--- src/rtl/sync_fifo_buffer_pkg.sv ---
// Shared constants and the push/pop operation encoding for the staging FIFO.
// The default geometry is the analyser's 1-bit x 64-deep serial head-data buffer.
package sync_fifo_buffer_pkg;

   localparam int DEFAULT_DATA_WIDTH = 1;
   localparam int DEFAULT_CAPACITY   = 64;

   typedef enum logic [1:0] {
      OP_IDLE = 2'b00,
      OP_POP  = 2'b01,
      OP_PUSH = 2'b10,
      OP_BOTH = 2'b11
   } fifo_op_e;

   function automatic fifo_op_e decode_op(input logic push, input logic pop);
      return fifo_op_e'({push, pop});
   endfunction

endpackage

--- src/rtl/sync_fifo_buffer_storage.sv ---
// Simple dual-port register file: synchronous write port, asynchronous read port.
module sync_fifo_buffer_storage #(
   parameter int DATA_WIDTH = 1,
   parameter int DEPTH      = 64,
   parameter int ADDR_W     = $clog2(DEPTH)
) (
   input  logic                  clk,
   input  logic                  we,
   input  logic [ADDR_W-1:0]     waddr,
   input  logic [DATA_WIDTH-1:0] wdata,
   input  logic [ADDR_W-1:0]     raddr,
   output logic [DATA_WIDTH-1:0] rdata
);

   logic [DATA_WIDTH-1:0] mem_q [DEPTH];

   // NOTE: the array has no reset; emptiness is tracked by the level counter,
   // so stale contents are never observable and resetting them would only cost logic.
   always_ff @(posedge clk) begin
      if (we) begin
         mem_q[waddr] <= wdata;
      end
   end

   assign rdata = mem_q[raddr];

endmodule

--- src/rtl/sync_fifo_buffer.sv ---
// First-word-fall-through single-clock FIFO; any depth >= 2, pointers wrap by compare.
module sync_fifo_buffer
   import sync_fifo_buffer_pkg::*;
#(
   parameter int DATA_WIDTH = DEFAULT_DATA_WIDTH,
   parameter int CAPACITY   = DEFAULT_CAPACITY
) (
   input  logic                               clk,
   input  logic                               reset,
   input  logic                               write_enable,
   input  logic [DATA_WIDTH-1:0]              write_data,
   input  logic                               read_enable,
   output logic [DATA_WIDTH-1:0]              read_data,
   output logic                               empty,
   output logic                               full,
   output logic [$clog2(CAPACITY+1)-1:0]      level
);

   localparam int PTR_W = $clog2(CAPACITY);
   localparam int LVL_W = $clog2(CAPACITY + 1);
   localparam logic [PTR_W-1:0] LAST_PTR   = PTR_W'(CAPACITY - 1);
   localparam logic [LVL_W-1:0] FULL_LEVEL = LVL_W'(CAPACITY);

   logic [PTR_W-1:0]      wr_ptr_q, wr_ptr_d;
   logic [PTR_W-1:0]      rd_ptr_q, rd_ptr_d;
   logic [LVL_W-1:0]      level_q, level_d;
   logic                  push, pop;
   logic [DATA_WIDTH-1:0] head_data;
   fifo_op_e              op;

   assign empty = (level_q == '0);
   assign full  = (level_q == FULL_LEVEL);
   assign level = level_q;

   // A pop frees a slot on the same edge, so a full FIFO still accepts a write alongside a read.
   assign push = write_enable && (!full || read_enable);
   assign pop  = read_enable && !empty;
   assign op   = decode_op(push, pop);

   // NOTE: every output of this block gets a default first, so no path leaves a latch behind.
   always_comb begin
      wr_ptr_d = wr_ptr_q;
      rd_ptr_d = rd_ptr_q;
      level_d  = level_q;
      if (push) begin
         wr_ptr_d = (wr_ptr_q == LAST_PTR) ? '0 : wr_ptr_q + 1'b1;
      end
      if (pop) begin
         rd_ptr_d = (rd_ptr_q == LAST_PTR) ? '0 : rd_ptr_q + 1'b1;
      end
      unique case (op)
         OP_PUSH: level_d = level_q + 1'b1;
         OP_POP:  level_d = level_q - 1'b1;
         OP_IDLE,
         OP_BOTH: level_d = level_q;
      endcase
   end

   // NOTE: state registers use non-blocking assignments so every flop samples pre-edge values.
   always_ff @(posedge clk) begin
      if (reset) begin
         wr_ptr_q <= '0;
         rd_ptr_q <= '0;
         level_q  <= '0;
      end else begin
         wr_ptr_q <= wr_ptr_d;
         rd_ptr_q <= rd_ptr_d;
         level_q  <= level_d;
      end
   end

   sync_fifo_buffer_storage #(
      .DATA_WIDTH(DATA_WIDTH),
      .DEPTH     (CAPACITY),
      .ADDR_W    (PTR_W)
   ) u_storage (
      .clk  (clk),
      .we   (push && !reset),
      .waddr(wr_ptr_q),
      .wdata(write_data),
      .raddr(rd_ptr_q),
      .rdata(head_data)
   );

   assign read_data = empty ? '0 : head_data;

endmodule

--- config.mk ---
export PLATFORM = sky130hd
export DESIGN_NAME = sync_fifo_buffer
export DESIGN_NICKNAME = d
export VERILOG_FILES = /design/src/rtl/sync_fifo_buffer_pkg.sv /design/src/rtl/sync_fifo_buffer_storage.sv /design/src/rtl/sync_fifo_buffer.sv
export SDC_FILE = /design/constraint.sdc
export NUM_CORES = 1
export LEC_CHECK = 0
export BUFFER_PORTS_ARGS = -buffer_cell sky130_fd_sc_hd__buf_2
export CAP_MARGIN = 20
export CORE_AREA = 5 5 101 103
export DETAILED_ROUTE_END_ITERATION = 10
export DIE_AREA = 0 0 106 108
export GPL_ROUTABILITY_DRIVEN = 0
export PLACE_DENSITY = 0.67
export SKIP_LAST_GASP = 1
export SYNTH_ARGS = -nofsm -noshare
export SYNTH_HDL_FRONTEND = slang
export SYNTH_SLANG_ARGS = --single-unit
export TNS_END_PERCENT = 30
--- constraint.sdc ---
create_clock -name clk -period 6.1 [get_ports clk]
set_clock_uncertainty 0.2 [all_clocks]
set_input_delay 0.915 -clock clk [delete_from_list [all_inputs] [get_ports clk]]
set_output_delay 0.915 -clock clk [all_outputs]
set_load 0.05 [all_outputs]
==> qor.txt, run 1 <==
Count of nets left with antenna violations after detail routing - 0
Combinational family with the most area after synthesis - simple AND/OR/NAND/NOR gates
Cell types with the largest area share after synthesis - sky130_fd_sc_hd__edfxtp_1 (46%), sky130_fd_sc_hd__dfxtp_1 (12%), sky130_fd_sc_hd__mux4_2 (8.6%), sky130_fd_sc_hd__nor2_1 (7.6%), sky130_fd_sc_hd__ha_1 (2.4%)
Number of buffers added to fix hold violations after cts - 0
Number of I/O pins - 15
Global-route wire length before repair - 13400 um
Ratio of final minimum period to clock period - 0.591
Switching power - 0.648 mW
Synthesized area per cell - 11.8 um2
Setup repair after global routing missed its margin - no
Slowest cell on the critical path - sky130_fd_sc_hd__dfxtp_1
Worst skew pair latency - 0.36 ns
Upper clock frequency limit - 278 MHz
Int Pwr - 1.09 mW
Number of gates resized after CTS - 0
Instance count of the mapped netlist - 353
First-pass iteration count of the detailed router - 4
Area grow syn2layout - 9.00%
DIE AREA - 11400 um2
Diode count - 0
Crit path cell chain - buf_16 -> mux4_2 -> mux2_2 -> o32ai_1 -> o21ai_0 -> buf_2
Synthesized cell area - 4170 um2
Routed WL per cell - 17.1 um
Post-CTS Setup Repair Bufs - 0
WP data required - 4.98 ns
Global-route usage over all layers - 0.153
Initial cell density of the core - 0.458
Initial antenna violation count - 0
Synth Register Bits - 89
Worst slew margin - 0.355
Number of nets at the end of the flow - 377
Fraction of the mapped netlist area in simple logic gates - 0.176
Max-slew violation count - 0
Pwr per Cell Area - 383 nW/um2
Pin count of the biggest net entering global routing - 65
Max IR drop VDD - 0.248 mV
Clock buffer count from CTS - 9
Result of the run - finished clean
Final setup violation count - 0
Hold WC Path Type - flip-flop to flip-flop
Min Clock Period, post-route - 3.60 ns
Endpoint type of the worst setup path - primary output
Synth area leader - sky130_fd_sc_hd__edfxtp_1
Number of max-cap violations - 0
Critical-path maximum fanout - 11
Number of warnings printed during yosys synthesis - 0
TritonCTS sink count - 89
1st-iter DRT viols - 166
Via-to-Cell Ratio - 5.54
Hold Path Cell Cnt - 2
Total DRC errors in the routed layout - 0
I/O Buffers - 14
CTS root buffer - sky130_fd_sc_hd__clkbuf_8
Area fraction of the dominant cell type after synthesis - 0.461
Area of combinational cells with multiple inputs - 1620 um2
Post-Route Utilization - 0.499
Sequential share of power - 0.424
EDFF count, synth - 64
Horizontal extent of the die - 106 um
Clock network fraction of total power - 0.233
Number of buffers between clock root and the deepest sink - 2
Kind of critical path - flip-flop to primary output
Compound-Gate Fraction of Synth Area - 0.0741
Die H - 108 um
Vias in the first global route - 2606
Dominant register cell in the synthesized netlist - sky130_fd_sc_hd__edfxtp_1
Share of final-layout standard cells stronger than drive strength 1 - 0.190
Xor and xnor area share after synthesis - 0.0126
Type of origin of the critical path - flip-flop
H-tree depth - 3
Data arrival time of the worst path - 2.49 ns
R2R cell count - 11
Gr ovfl total - 0
Final number of hold-violating endpoints - 0
Sequential cell area - 2420 um2
Floorplan Core Area - 9110 um2
Detailed-route via count - 2652
Post-route setup TNS - 0 ns
Switching share of total power - 0.372
Maximum cell stage delay along the critical path - 0.61 ns
Pin slew with the least headroom to its limit - 0.968 ns
Number of distinct library cells after synthesis - 55
Estimated wirelength of the detail-placed design - 5260 um
Clock tree from TritonCTS - done
Share of synthesized area occupied by flip-flops and latches - 0.581
Share of cell area taken by muxes after synthesis - 0.0969
Total wire length - 8190 um
Number of core rows - 35
Combinational cell fraction of total power - 0.343
Number of nets in the synthesized netlist - 367
Leak pwr - 1.49 nW
Async S/R FF share, synth - 0
Number of fillers in the final layout - 805
Synth Area in Adders - 0.0288
Register clock-pin slew on the reported worst setup and hold paths - 0.09 ns
[power groups by stage]
stage | Clock, mW | Sequential, mW | Combinational [mW]
final | 0.406 | 0.737 | 0.598
after global routing | 0.449 | 0.748 | 0.646
after CTS | 0.414 | 0.749 | 0.579
after detailed placement | 0 | 0.763 | 0.578
after global placement | 0 | 0.760 | 0.575
after floorplan | 0 | 0.789 | 0.424
[metrics by stage]
step	std cells	hold slack, ns	instance area (um2)	power (mW)	worst slack, ns
2_1_floorplan	353	0.266	4170	1.21	2.46
3_3_place_gp	462	0.298	4310	1.33	2.45
3_5_place_dp	462	0.300	4310	1.34	2.40
4_1_cts	478	0.321	4520	1.74	2.12
5_1_grt	479	0.342	4550	1.84	2.36
6_report	479	0.313	4550	1.74	2.50
[registers in the layout, indices dropped and copies added (netlist names), named ones only]
register and flops:
rd_ptr_q 6, u_storage.mem_q 64, level 7, wr_ptr_q 6
[layer usage]
layer  wire length, um  part of all wire  GRT usage
met4               153             0.019     0.0611
met1              3600              0.44      0.194
met3               294             0.036     0.0334
met2              4150              0.51      0.259
met5                 0                 0          0
[worst max-delay path, delay by kind of cell (launching register included)]
family	cells	cell delay [ns]
buffers and inverters	2	0.43
DFF	1	0.61
AOI/OAI and AO/OA	2	0.32
muxes	2	0.76
[final cells by class]
cell class,instances,area share
well taps,111,0.0305
clock inverters,5,0.00963
multi-input cells,233,0.356
inverters,15,0.0135
clock buffers,11,0.0358
repair buffers,15,0.0215
flip-flops and latches,89,0.533
[path summary, 6_finish.rpt]
kind,start,endpoint,slack (ns)
max,flip-flop,read_data,2.50
min,level[3],level[3],0.31
max reg2reg,level[0],level[6],2.53
min reg2reg,level[3],level[3],0.31
[synthesized netlist by cell type (2+ instances only)]
cell type                   count
sky130_fd_sc_hd__a21o_1         3
sky130_fd_sc_hd__a21oi_1       13
sky130_fd_sc_hd__a31oi_1        3
sky130_fd_sc_hd__buf_1          4
sky130_fd_sc_hd__buf_2          3
sky130_fd_sc_hd__clkbuf_1       8
sky130_fd_sc_hd__dfxtp_1       25
sky130_fd_sc_hd__edfxtp_1      64
sky130_fd_sc_hd__ha_1           8
sky130_fd_sc_hd__inv_1         14
sky130_fd_sc_hd__mux2_2         3
sky130_fd_sc_hd__mux4_2        16
sky130_fd_sc_hd__nand2_1       21
sky130_fd_sc_hd__nand2_2        4
sky130_fd_sc_hd__nand2_4        2
sky130_fd_sc_hd__nand3_1        6
sky130_fd_sc_hd__nand3_2        2
sky130_fd_sc_hd__nand3b_1       3
sky130_fd_sc_hd__nand4_1        2
sky130_fd_sc_hd__nor2_1        85
sky130_fd_sc_hd__nor2b_1        2
sky130_fd_sc_hd__nor3_1        10
sky130_fd_sc_hd__o2111ai_1      3
sky130_fd_sc_hd__o211ai_1       2
sky130_fd_sc_hd__o21a_1         2
sky130_fd_sc_hd__o21ai_0        5
sky130_fd_sc_hd__o31ai_1        2
sky130_fd_sc_hd__o32ai_1        2
sky130_fd_sc_hd__or2_2          2
sky130_fd_sc_hd__or3_1          4
sky130_fd_sc_hd__or3b_2         2
sky130_fd_sc_hd__xnor2_1        3
sky130_fd_sc_hd__xor2_1         3
[cells in the final DEF (no fill, tap or decap), types with 5 or more instances in the layout]
cell and n:
sky130_fd_sc_hd__dfxtp_1 25, sky130_fd_sc_hd__nor2_1 85, sky130_fd_sc_hd__nand2_1 21, sky130_fd_sc_hd__inv_1 14, sky130_fd_sc_hd__nand3_1 6, sky130_fd_sc_hd__nor3_1 10, sky130_fd_sc_hd__a21oi_1 13, sky130_fd_sc_hd__o21ai_0 5
sky130_fd_sc_hd__clkbuf_8 10, sky130_fd_sc_hd__edfxtp_1 64, sky130_fd_sc_hd__mux4_2 16, sky130_fd_sc_hd__ha_1 8, sky130_fd_sc_hd__buf_2 14
[cells by family (layout without fill, tap and decap cells)]
group,Yosys count,in the layout
adders and majority gates,9,9
and+or+nand+nor,155,155
muxes,20,20
AOI/OAI and AO/OA,43,43
DFF,89,89
xor gates and xnor gates,6,6
buffers and inverters,31,46
Note: power is estimated with default switching activity, not from simulation.
==> run 2: changes to the inputs <==
PLACE_DENSITY = 0.69   (was 0.67)
clock period = 3.1 ns   (was 6.1 ns; I/O delays follow)
==> qor.txt, run 2 (same netlist as run 1, synthesis figures left out) <==
Routed WL per cell - 17.0 um
Placed standard-cell area - 4510 um2
Final number of hold-violating endpoints - 0
Clock tree from TritonCTS - done
Number of buffers added to fix hold violations after cts - 0
I/O Buffers - 14
Number of nets at the end of the flow - 396
DIE AREA - 11400 um2
Max-slew violation count - 0
Endpoint type of the worst setup path - flip-flop
WP data required - 3.16 ns
Upper clock frequency limit - 317 MHz
Total wire length - 8450 um
Share of final-layout standard cells stronger than drive strength 1 - 0.258
Global-route usage over all layers - 0.162
Estimated wirelength of the detail-placed design - 5660 um
Number of buffers between clock root and the deepest sink - 2
Final Cell Area - 4720 um2
Pin slew with the least headroom to its limit - 0.901 ns
Most common library cell in the layout ignoring fill and taps - sky130_fd_sc_hd__nor2_1
TritonCTS sink count - 89
Min Clock Period, post-route - 3.15 ns
Ratio of final minimum period to clock period - 1.02
Area grow syn2layout - 13.1%
Gr ovfl total - 0
Setup repair after global routing missed its margin - yes
Number of max-cap violations - 0
Global-route wire length before repair - 14300 um
CTS root buffer - sky130_fd_sc_hd__clkbuf_8
Type of origin of the critical path - flip-flop
Number of I/O pins - 15
Minimum hold slack - 0.244 ns
Via-to-Cell Ratio - 5.54
Hold WC Path Type - input port to flip-flop
Total DRC errors in the routed layout - 0
Clock buffer count from CTS - 9
Final setup violation count - 2
1st-iter DRT viols - 179
Worst slew margin - 0.399
Detailed-route via count - 2760
Leak pwr - 1.57 nW
Diode count - 0
Count of nets left with antenna violations after detail routing - 0
Max IR drop VDD - 0.610 mV
Floorplan Core Area - 9110 um2
Data arrival time of the worst path - 3.21 ns
Top reg by flops - u_storage.mem_q
Commonest non-fill, non-tap cells in the layout - sky130_fd_sc_hd__nor2_1 (85), sky130_fd_sc_hd__edfxtp_1 (64), sky130_fd_sc_hd__nand2_1 (20), sky130_fd_sc_hd__dfxtp_1 (19), sky130_fd_sc_hd__buf_4 (19)
Violations in the final reports - setup timing
First-pass iteration count of the detailed router - 4
Die H - 108 um
Kind of critical path - flip-flop to flip-flop
Number of core rows - 35
Worst skew pair latency - 0.36 ns
Initial antenna violation count - 0
Critical-path maximum fanout - 5
Initial cell density of the core - 0.458
Post-route setup slack - -0.0550 ns
H-tree depth - 3
Vias in the first global route - 2829
Horizontal extent of the die - 106 um
Register clock-pin slew on the reported worst setup and hold paths - 0.09 ns
Number of flip-flops under the largest register name - 64
Pin count of the biggest net entering global routing - 65
Pwr per Cell Area - 775 nW/um2
Result of the run - finished, violations left
[run 2: cell count changes in the layout (fill, tap and decap cells not counted), sizes merged]
cell and delta:
clkinvlp +1, buf +19, inv +1, clkinv -1, clkbuf -1
[run 2: metrics by stage]
| stage | power [mW] | setup TNS, ns | cells | setup slack (ns) | util |
|---|---|---|---|---|---|
| final | 3.66 | -0.0562 | 498 | -0.0550 | 0.518 |
| after global routing | 3.88 | -0.256 | 498 | -0.143 | 0.518 |
| after CTS | 3.69 | -0.0960 | 498 | -0.0562 | 0.518 |
| after detailed placement | 2.91 | -0.0630 | 481 | -0.0630 | 0.495 |
| after global placement | 2.87 | -0.00899 | 481 | -0.00899 | 0.495 |
| after floorplan | 2.44 | -0.142 | 353 | -0.0984 | - |
[run 2: path summary, 6_finish.rpt]
check                    to   startpoint  depth (start not counted)  slack (ns)
hold / removal    flip-flop  read_enable                          3        0.24
hold reg to reg    level[3]     level[3]                          2        0.29
setup reg to reg   level[6]     level[0]                         11       -0.05
setup / recovery   level[6]     level[0]                         11       -0.05
[run 2: layer usage]
| metal | wire (um) | global-route usage |
|---|---|---|
| met1 | 3580 | 0.208 |
| met2 | 4360 | 0.276 |
| met3 | 362 | 0.0304 |
| met4 | 147 | 0.0629 |
| met5 | 0 | 0 |
[run 2: where the power goes]
group / internal, mW / switching (mW) / total (mW)
combinational: 0.626 / 0.830 / 1.46
sequential: 1.35 / 0.0753 / 1.43
clock: 0.349 / 0.425 / 0.773
total: 2.33 / 1.33 / 3.66
[run 2: cell type report]
cell class	count	area [um2]
Clock inverter	6	47.5
Inverter	15	61.3
Clock buffer	10	149
Tap cell	111	139
Multi-Input combinational cell	233	1650
Timing Repair Buffer	34	233
Sequential cell	89	2430
Fill cell	788	4390
[run 2: repair_timing]
action	4_1_cts	5_1_grt
gates resized for setup	2	1
setup endpoints to repair	2	3
pin swaps	5	0
setup buffers	1	0
[run 2: critical path, cell delays in order, from the launching register on]
cell	delay, ns
sky130_fd_sc_hd__dfxtp_4	0.35
sky130_fd_sc_hd__or4_4	0.54
sky130_fd_sc_hd__or3_4	0.35
sky130_fd_sc_hd__nand2_2	0.09
sky130_fd_sc_hd__inv_1	0.06
sky130_fd_sc_hd__ha_4	0.18
sky130_fd_sc_hd__ha_4	0.21
sky130_fd_sc_hd__nor2b_1	0.13
sky130_fd_sc_hd__o21a_1	0.21
sky130_fd_sc_hd__o21a_1	0.19
sky130_fd_sc_hd__o211ai_1	0.20
sky130_fd_sc_hd__mux2_2	0.35
